<file path="config.mk">
export PLATFORM = sky130hd
export DESIGN_NAME = ldl_cdc_toggle_sink
export DESIGN_NICKNAME = d
export VERILOG_FILES = /design/src/rtl/ldl_cdc_pkg.sv /design/src/rtl/ldl_sync_bit.sv /design/src/rtl/ldl_cdc_toggle_sink.sv
export SDC_FILE = /design/constraint.sdc
export NUM_CORES = 1
export LEC_CHECK = 0
export ABC_CLOCK_PERIOD_IN_PS = 2600
export BUFFER_PORTS_ARGS = -buffer_cell sky130_fd_sc_hd__buf_4
export CORE_MARGIN = 2
export CORE_UTILIZATION = 56
export CTS_CLUSTER_SIZE = 25
export DETAILED_ROUTE_END_ITERATION = 12
export HOLD_SLACK_MARGIN = 0.12
export PLACE_DENSITY = 0.87
export SYNTH_ARGS = -nofsm -noshare
export SYNTH_HDL_FRONTEND = slang
export SYNTH_SLANG_ARGS = --single-unit
</file>
<file path="constraint.sdc">
create_clock -name clk -period 2.6 [get_ports clk]
set_clock_uncertainty 0.1 [all_clocks]
set_input_delay 0.52 -clock clk [delete_from_list [all_inputs] [get_ports clk]]
set_output_delay 0.52 -clock clk [all_outputs]
set_load 0.005 [all_outputs]
</file>
<file path="src/rtl/ldl_cdc_pkg.sv">
// ldl_cdc_pkg
// Shared helpers for the toggle-handshake CDC blocks.
// Provides a constant clog2 for pointer and count sizing, and a
// configuration check that the endpoints evaluate at elaboration.
package ldl_cdc_pkg;

    // Ceiling log2 usable in parameter and port-width expressions.
    function automatic int clog2_f(input int value);
        int r;
        r = 32'sd0;
        while ((32'sd1 << r) < value) begin
            r = r + 32'sd1;
        end
        return r;
    endfunction

    // True when value is a non-zero power of two.
    function automatic bit is_pow2_f(input int value);
        return (value >= 32'sd1) && ((value & (value - 32'sd1)) == 32'sd0);
    endfunction

    // FIFO depth must be a power of two of at least 2, and the
    // synchronizer needs at least two stages.
    function automatic bit fifo_cfg_ok_f(input int depth, input int sync);
        return is_pow2_f(depth) && (depth >= 32'sd2) && (sync >= 32'sd2);
    endfunction

endpackage

</file>
<file path="src/rtl/ldl_sync_bit.sv">
// ldl_sync_bit
// N-stage single-bit flop synchronizer with synchronous active-high reset.
// Shared by the toggle sink and the matching toggle source.
// Ports:
//   clk  - destination clock
//   rst  - synchronous reset, active-high
//   d    - asynchronous input bit
//   q    - synchronized output (last stage)
module ldl_sync_bit #(
    parameter int STAGES = 2
) (
    input  logic clk,
    input  logic rst,
    input  logic d,
    output logic q
);

    logic [STAGES-1:0] chain_r;

    // Shift the asynchronous bit through the flop chain.
    always_ff @(posedge clk) begin
        if (rst) begin
            chain_r <= '0;
        end else begin
            chain_r <= {chain_r[STAGES-2:0], d};
        end
    end

    assign q = chain_r[STAGES-1];

endmodule

</file>
<file path="src/rtl/ldl_cdc_toggle_sink.sv">
// ldl_cdc_toggle_sink
// Receive endpoint of the two-phase (toggle) handshake. The synchronized
// request toggle is compared against the local ack toggle; a mismatch is a
// pending request whose payload is written into a small FIFO, and the ack
// toggles in the same edge. When the FIFO is full the ack is withheld, so
// the sender stalls instead of losing data.
// Ports:
//   clk, rst  - clock and synchronous active-high reset
//   req_tgl   - request toggle from the remote domain (asynchronous)
//   req_data  - payload, held stable by the sender until acknowledged
//   ack_tgl   - acknowledge toggle, straight from a flop
//   m_valid / m_ready / m_data - downstream valid/ready stream (FIFO head)
//   count     - FIFO occupancy
//   busy      - request seen but not yet acknowledged
module ldl_cdc_toggle_sink
    import ldl_cdc_pkg::*;
#(
    parameter int WIDTH = 8,
    parameter int DEPTH = 4,
    parameter int SYNC  = 2
) (
    input  logic                         clk,
    input  logic                         rst,
    input  logic                         req_tgl,
    input  logic [WIDTH-1:0]             req_data,
    output logic                         ack_tgl,
    output logic                         m_valid,
    input  logic                         m_ready,
    output logic [WIDTH-1:0]             m_data,
    output logic [clog2_f(DEPTH+1)-1:0] count,
    output logic                         busy
);

    localparam int PTR_W = clog2_f(DEPTH);
    localparam int CNT_W = clog2_f(DEPTH + 1);
    localparam logic [CNT_W-1:0] DEPTH_C = CNT_W'(DEPTH);
    localparam logic [CNT_W-1:0] CNT_ONE = CNT_W'(1);
    localparam logic [PTR_W-1:0] PTR_ONE = PTR_W'(1);

    if (!fifo_cfg_ok_f(DEPTH, SYNC)) begin : g_cfg_err
        $error("ldl_cdc_toggle_sink: DEPTH must be a power of 2 >= 2 and SYNC >= 2");
    end

    logic                 req_s;
    logic                 ack_r;
    logic [PTR_W-1:0]     wr_ptr_r;
    logic [PTR_W-1:0]     rd_ptr_r;
    logic [CNT_W-1:0]     count_r;
    logic [CNT_W-1:0]     count_nxt_s;
    logic [WIDTH-1:0]     mem_r [DEPTH];
    logic                 valid_s;
    logic                 pending_s;
    logic                 pop_s;
    logic                 push_s;
    logic [WIDTH-1:0]     head_s;

    ldl_sync_bit #(
        .STAGES (SYNC)
    ) u_req_sync (
        .clk (clk),
        .rst (rst),
        .d   (req_tgl),
        .q   (req_s)
    );

    // Handshake and FIFO control terms. A push is allowed into a full FIFO
    // when a pop frees the head slot in the same edge.
    always_comb begin
        valid_s   = (count_r != '0);
        pending_s = req_s ^ ack_r;
        pop_s     = valid_s & m_ready;
        push_s    = pending_s & ((count_r < DEPTH_C) | pop_s);
    end

    // Occupancy next-state: simultaneous push and pop cancel out.
    always_comb begin
        count_nxt_s = count_r;
        case ({push_s, pop_s})
            2'b10:   count_nxt_s = count_r + CNT_ONE;
            2'b01:   count_nxt_s = count_r - CNT_ONE;
            default: count_nxt_s = count_r;
        endcase
    end

    // Pointers, occupancy and ack toggle.
    always_ff @(posedge clk) begin
        if (rst) begin
            ack_r    <= 1'b0;
            wr_ptr_r <= '0;
            rd_ptr_r <= '0;
            count_r  <= '0;
        end else begin
            count_r <= count_nxt_s;
            if (push_s) begin
                ack_r    <= ~ack_r;
                wr_ptr_r <= wr_ptr_r + PTR_ONE;
            end
            if (pop_s) begin
                rd_ptr_r <= rd_ptr_r + PTR_ONE;
            end
        end
    end

    // FIFO storage; contents are don't-care until written.
    always_ff @(posedge clk) begin
        if (push_s) begin
            mem_r[wr_ptr_r] <= req_data;
        end
    end

    // Head word is forced to zero while the FIFO is empty so the output
    // is defined out of reset even though storage is not cleared.
    always_comb begin
        if (valid_s) begin
            head_s = mem_r[rd_ptr_r];
        end else begin
            head_s = '0;
        end
    end

    assign ack_tgl = ack_r;
    assign m_valid = valid_s;
    assign m_data  = head_s;
    assign count   = count_r;
    assign busy    = pending_s;

endmodule
</file>
==> impl_metrics.tcl, run 1 <==
set metrics [dict create \
    cp_slowest_cell "mux4_2" \
    critPathMaxFanout 4 \
    p_clk_share_pct 24.3 \
    rsz0062_at_grt "no" \
    switchingPower_mw 0.537 \
    root_buffer "clkbuf_4" \
    start_util_pct 60.1 \
    vias 1023 \
    ir_drop_uv 517 \
    dr.pass1.iters 4 \
    yosysMostFrequentCell "edfxtp_1" \
    core_um2 3100 \
    drtIter0Drc 41 \
    arrival_ns 1.66 \
    fmax_ghz 0.438 \
    worstMarginPinSlew_ns 0.444 \
    hpwl_um 2240 \
    drc_errors 0 \
    multi_input_area_um2 598 \
    overflow 0 \
    final_hold_viol_count 0 \
    status "complete, no violations" \
    clk_path_buf_depth 2 \
    power_leakage_nw 0.843 \
    pwr-share-seq_pct 43.9 \
    io_pins 26 \
    wire_per_inst_um 16.8 \
    synth_edf_count 32 \
    max_cap_viol_count 0 \
    cp_cell_sequence "buf_4 > mux4_2 > nor2b_4 > buf_4" \
    clock_sinks 44 \
    synth_cell_types 29 \
    p_int_mw 1.39 \
    whs_path_depth 1 \
    grt_max_degree 14 \
    holdWs_ns 0.252 \
    register_area_um2 1200 \
    fin_cells 190 \
    cts_buffers 5 \
    synth_fp_nets 132 \
    grt_pass1_vias 1070 \
    yosysTopAreaCell "edfxtp_1" \
    fin_crit_sh_pct 87.7 \
    cpPeakStageDelay_ns 0.52 \
    finalSetupViolCount 0 \
    cp-start-kind "flop" \
    die_y_um 61.7 \
    antenna_cells 0 \
    gp_congestion 0.784 \
    htreeDepth 2 \
    synth_area_um2 1860 \
    final_nets 163 \
    yosys-top-cells-area "edfxtp_1, dfxtp_1, mux4_2" \
    avgSynthCellArea_um2 16.4 \
    cts_hold_repair.buffers 0 \
    grt_first_pass_wirelength_um 5150 \
    cts_tree "built" \
    antenna_left 0 \
    track_usage_pct 20.1 \
    cts-resized-gates 0 \
    rows 20 \
    crit_top_cell "buf_4" \
    die_area_um2 3810 \
    numPortBuffers 25 \
    relSlewSlack_pct 70.4 \
    die_w_um 61.7 \
    wl_um 3190 \
    synthArstFlopShare_pct 0 \
    place_area_um2 2100 \
    clk_latency_ns 0.36 \
    ys.flop_type "edfxtp_1" \
    drive_gt1_share_pct 38.4 \
    dpl.cell_count 182 \
    comb_power_share_pct 31.8 \
    syn-instance-count 114 \
    yosysWarningCount 0 \
    final_max_slew_viol_count 0 \
    viasPerCell 5.38 \
    antenna_found_initial 0 \
    yosys.area.top_type_share_pct 51.5 \
    postLayoutCellArea_um2 2200 \
    required_ns 1.98 \
    timing.setup.tns_ns 0 \
    powerDensity_nw_per_um2 875 \
    swShare_pct 27.9 \
    synth-seq-area-share_pct 64.4 \
    final.min_clock_period_ns 2.28 \
    hp-class "in2reg" \
    r2r_cells 9 \
    path_class "reg2out" \
    clk_pin_slew_ns 0.12 \
    post_cts_buffers 0 \
    synthTopCellsByCount "edfxtp_1, dfxtp_1, inv_1, mux4_2, nor2b_4" \
    nFillCells 223 \
    synth_seq_cells 44 \
    syn_to_final_growth_pct 17.9 \
    end_kind "output port" \
]
## final cells by class
type | count | area share (%)
tap | 44 | 2.51
timing repair buffer | 29 | 9.91
multi-input combinational | 57 | 27.2
clock buffer | 7 | 2.96
sequential | 44 | 54.7
inverter | 8 | 1.37
clock inverter | 1 | 1.37
## cells in the final DEF (no fill, tap or decap)
cell type and count:
clkbuf_8 2, a21oi_1 3, dfxtp_1 12, mux2i_1 1
bufinv_16 1, inv_1 8, nand2b_1 2, o31ai_2 1
o31ai_1 1, o21ai_0 1, clkbuf_4 5, and2_1 1
and3_1 4, xor2_1 3, fa_1 1, mux4_2 8
o21ai_1 2, nor2_1 7, nor2b_4 8, nor2b_1 2
edfxtp_1 32, nand2_1 1, or3_1 2, nand3_1 1
nand4b_1 1, ha_1 5, nor3_2 1, xor2_2 1
buf_4 29
## cells by family (layout without fill, tap and decap cells)
family / count (synthesis) / in the layout / synth area share (%)
compound gates: 8 / 8 / 2.68
xor+xnor: 4 / 4 / 2.28
buf+inv: 13 / 45 / 3.49
fa+ha+maj: 6 / 6 / 4.43
mux: 9 / 9 / 10.2
flops: 44 / 44 / 64.4
simple gates: 30 / 30 / 12.5
## stage by stage
stage          total power, mW  utilization (%)  worst slack [ns]
2_1_floorplan             1.26                -             0.252
3_3_place_gp              1.44             67.7             0.257
3_5_place_dp              1.47             67.7             0.138
4_1_cts                   1.93             70.8             0.305
5_1_grt                   2.03             70.8             0.195
6_report                  1.92             70.8             0.319
## metal layers
metal	wire, um	global-route usage, %
met4	44	6.08
met3	165	7.66
met1	1270	23.6
met2	1710	34.6
met5	0	0
## worst max-delay path, delay by kind of cell (launching register included)
| family | cells | cell delay (ns) |
|---|---|---|
| buffers and inverters | 2 | 0.29 |
| flip-flops | 1 | 0.35 |
| multiplexers | 1 | 0.52 |
| AND/OR/NAND/NOR | 1 | 0.14 |
## sequential cells by signal, indices dropped and copies added (netlist names), named ones only
| signal | count |
|---|---|
| mem_r | 32 |
| count | 3 |
| rd_ptr_r | 2 |
| u_req_sync.chain_r | 2 |
| wr_ptr_r | 2 |
| ack_tgl | 1 |
## power by group through the flow
| stage | clock network (mW) | logic (mW) | registers, mW |
|---|---|---|---|
| after floorplan | 0 | 0.421 | 0.842 |
| after global placement | 0 | 0.587 | 0.851 |
| after detailed placement | 0 | 0.617 | 0.856 |
| after CTS | 0.473 | 0.621 | 0.841 |
| after global routing | 0.505 | 0.673 | 0.848 |
| final | 0.467 | 0.612 | 0.843 |
## worst paths after layout
kind / startpoint / endpoint / slack [ns]
max: flop / m_data[3] / 0.32
min: req_data[2] / mem_r[1][2] / 0.25
max reg2reg: ack_tgl / count[2] / 0.33
min reg2reg: u_req_sync.chain_r[0] / u_req_sync.chain_r[1] / 0.36
Note: power is estimated with default switching activity, not from simulation.
==> run 2: changes to the inputs <==
ABC_AREA = 1   (was not set)
CORE_UTILIZATION = 55   (was 56)
PLACE_DENSITY = 0.86   (was 0.87)
==> run 2 against run 1 <==
Against the previous run: register-to-register slack improved by 0.25 ns; sequential share of layout area increased by 1.0 points; utilization decreased by 5.1 points; count of clock-buffer cells in the layout decreased by 1; hold slack improved by 0.012 ns; worst setup slack got worse by 0.091 ns; first-iteration DRC count increased by 9.8%; sequential power increased by 5.7%; die area increased by 0.60%; clock power decreased by 15%; synthesized cell count increased by 58%; combinational power about the same; critical endpoint is now m_data[5]; largest cell class unchanged.
==> impl_metrics.tcl, run 2 <==
set metrics [dict create \
    postLayoutCellArea_um2 2160 \
    clk_pin_slew_ns 0.12 \
    yosys.area.top_type_share_pct 52.1 \
    cts-resized-gates 0 \
    cts_hold_repair.buffers 0 \
    drtIter0Drc 45 \
    power_leakage_nw 0.893 \
    post_cts_buffers 0 \
    final.min_clock_period_ns 2.37 \
    place_area_um2 2080 \
    timing.setup.tns_ns 0 \
    hpwl_um 2340 \
    gp_congestion 0.736 \
    core_um2 3280 \
    wl_um 3360 \
    end_kind "output port" \
    cp-start-kind "flop" \
    io_pins 26 \
    arrival_ns 1.75 \
    synthArstFlopShare_pct 0 \
    fin_crit_sh_pct 91.2 \
    vias 1253 \
    final_common_cell "nor2_1" \
    track_usage_pct 20.3 \
    finalSetupViolCount 0 \
    grt_max_degree 18 \
    cts_tree "built" \
    overflow 0 \
    htreeDepth 2 \
    max_cap_viol_count 0 \
    rsz0062_at_grt "no" \
    die_w_um 61.9 \
    ir_drop_uv 879 \
    final_max_slew_viol_count 0 \
    final_cell_mix "nor2_1, edfxtp_1, buf_4" \
    yosysWarningCount 0 \
    final_nets 230 \
    dr.pass1.iters 4 \
    yosysTopAreaCell "edfxtp_1" \
    synth_fp_nets 198 \
    synth_seq_cells 44 \
    required_ns 1.98 \
    start_util_pct 56.1 \
    synth-seq-area-share_pct 65.2 \
    wire_per_inst_um 13.0 \
    cp_slowest_cell "dfxtp_1" \
    clk_latency_ns 0.34 \
    antenna_found_initial 0 \
    status "complete, no violations" \
    ys.flop_type "edfxtp_1" \
    clock_sinks 44 \
    antenna_left 0 \
    drc_errors 0 \
    grt_first_pass_wirelength_um 5260 \
    die_y_um 61.9 \
    routed.top_layer "met4" \
    die_area_um2 3830 \
    fmax_ghz 0.422 \
    powerDensity_nw_per_um2 880 \
    wl_met1_um 1290 \
    grt_pass1_vias 1165 \
    yosysMostFrequentCell "nor2_1" \
    synth_cell_types 17 \
    worstMarginPinSlew_ns 0.565 \
    syn-instance-count 180 \
    syn_to_final_growth_pct 17.0 \
    rows 21 \
    top_register "mem_r" \
    path_class "reg2out" \
    viasPerCell 4.84 \
    avgSynthCellArea_um2 10.2 \
    synth_area_um2 1840 \
    cp_cell_sequence "inv_2 > o21ai_0 > a21oi_1 > buf_4" \
    final_hold_viol_count 0 \
    antenna_cells 0 \
    wl_met3_um 117 \
    drive_gt1_share_pct 18.3 \
    critPathMaxFanout 17 \
    synth_edf_count 32 \
    synthTopCellsByCount "nor2_1, edfxtp_1, inv_1, nand2_1, dfxtp_1" \
    cpPeakStageDelay_ns 0.70 \
    clk_path_buf_depth 2 \
    largest_register_ffs 32 \
    wl_met2_um 1900 \
    hp-class "in2reg" \
    root_buffer "clkbuf_4" \
    numPortBuffers 25 \
    yosys-top-cells-area "edfxtp_1, dfxtp_1, nor2_1" \
    relSlewSlack_pct 62.3 \
    cts_buffers 5 \
]
-- run 2: where the power goes --
group | leakage (nW) | total (mW) | internal [mW] | switching, mW
registers | 0.388 | 0.891 | 0.818 | 0.0738
clock network | 0.0422 | 0.396 | 0.202 | 0.195
logic | 0.463 | 0.609 | 0.268 | 0.342
-- run 2: layout make-up --
type / instances / area [um^2]
clock buffer: 6 / 41.3
clock inverter: 2 / 35.0
fill: 255 / 1130
inverter: 24 / 90.1
multi-input combinational: 108 / 514
sequential: 44 / 1200
tap: 46 / 57.6
timing repair buffer: 29 / 218
-- run 2: kinds of logic (layout without fill, tap and decap cells) --
logic type / count (synthesis) / after routing / synth area share (%)
AO/OA/AOI/OAI: 30 / 30 / 8.28
adder cells (fa/ha/maj): 6 / 6 / 4.48
buffers and inverters: 28 / 61 / 6.92
flip-flops: 44 / 44 / 65.2
AND/OR/NAND/NOR: 72 / 72 / 15.1
-- run 2: metrics by stage --
stage / power, mW / hold WS, ns / setup slack (ns) / util (%) / std cells
2_1_floorplan: 1.26 / 0.288 / 0.738 / - / 180
3_3_place_gp: 1.48 / 0.291 / 0.547 / 63.4 / 251
3_5_place_dp: 1.51 / 0.295 / 0.481 / 63.4 / 251
4_1_cts: 1.91 / 0.245 / 0.195 / 65.7 / 259
5_1_grt: 2.04 / 0.231 / 0.0198 / 65.7 / 259
6_report: 1.90 / 0.264 / 0.228 / 65.7 / 259
-- run 2: critical path: cells and delay by family (launching register included) --
kind,cells,cell delay [ns]
flip-flops,1,0.70
AO/OA/AOI/OAI,2,0.31
buffers and inverters,2,0.40
-- run 2: routing by layer --
layer  track usage, %  up-vias
met1             22.2      579
li1                 -      650
met5                0        -
met4             7.60        0
met3             5.80        4
met2             37.1       20
-- run 2: path summary, 6_finish.rpt --
| check | start | endpoint | slack (ns) | depth (start not counted) |
|---|---|---|---|---|
| max | flop | m_data[5] | 0.23 | 4 |
| min | rst | u_req_sync.chain_r[1] | 0.26 | 2 |
| min reg2reg | u_req_sync.chain_r[0] | u_req_sync.chain_r[1] | 0.31 | 2 |
| max reg2reg | count[0] | count[2] | 0.58 | 13 |
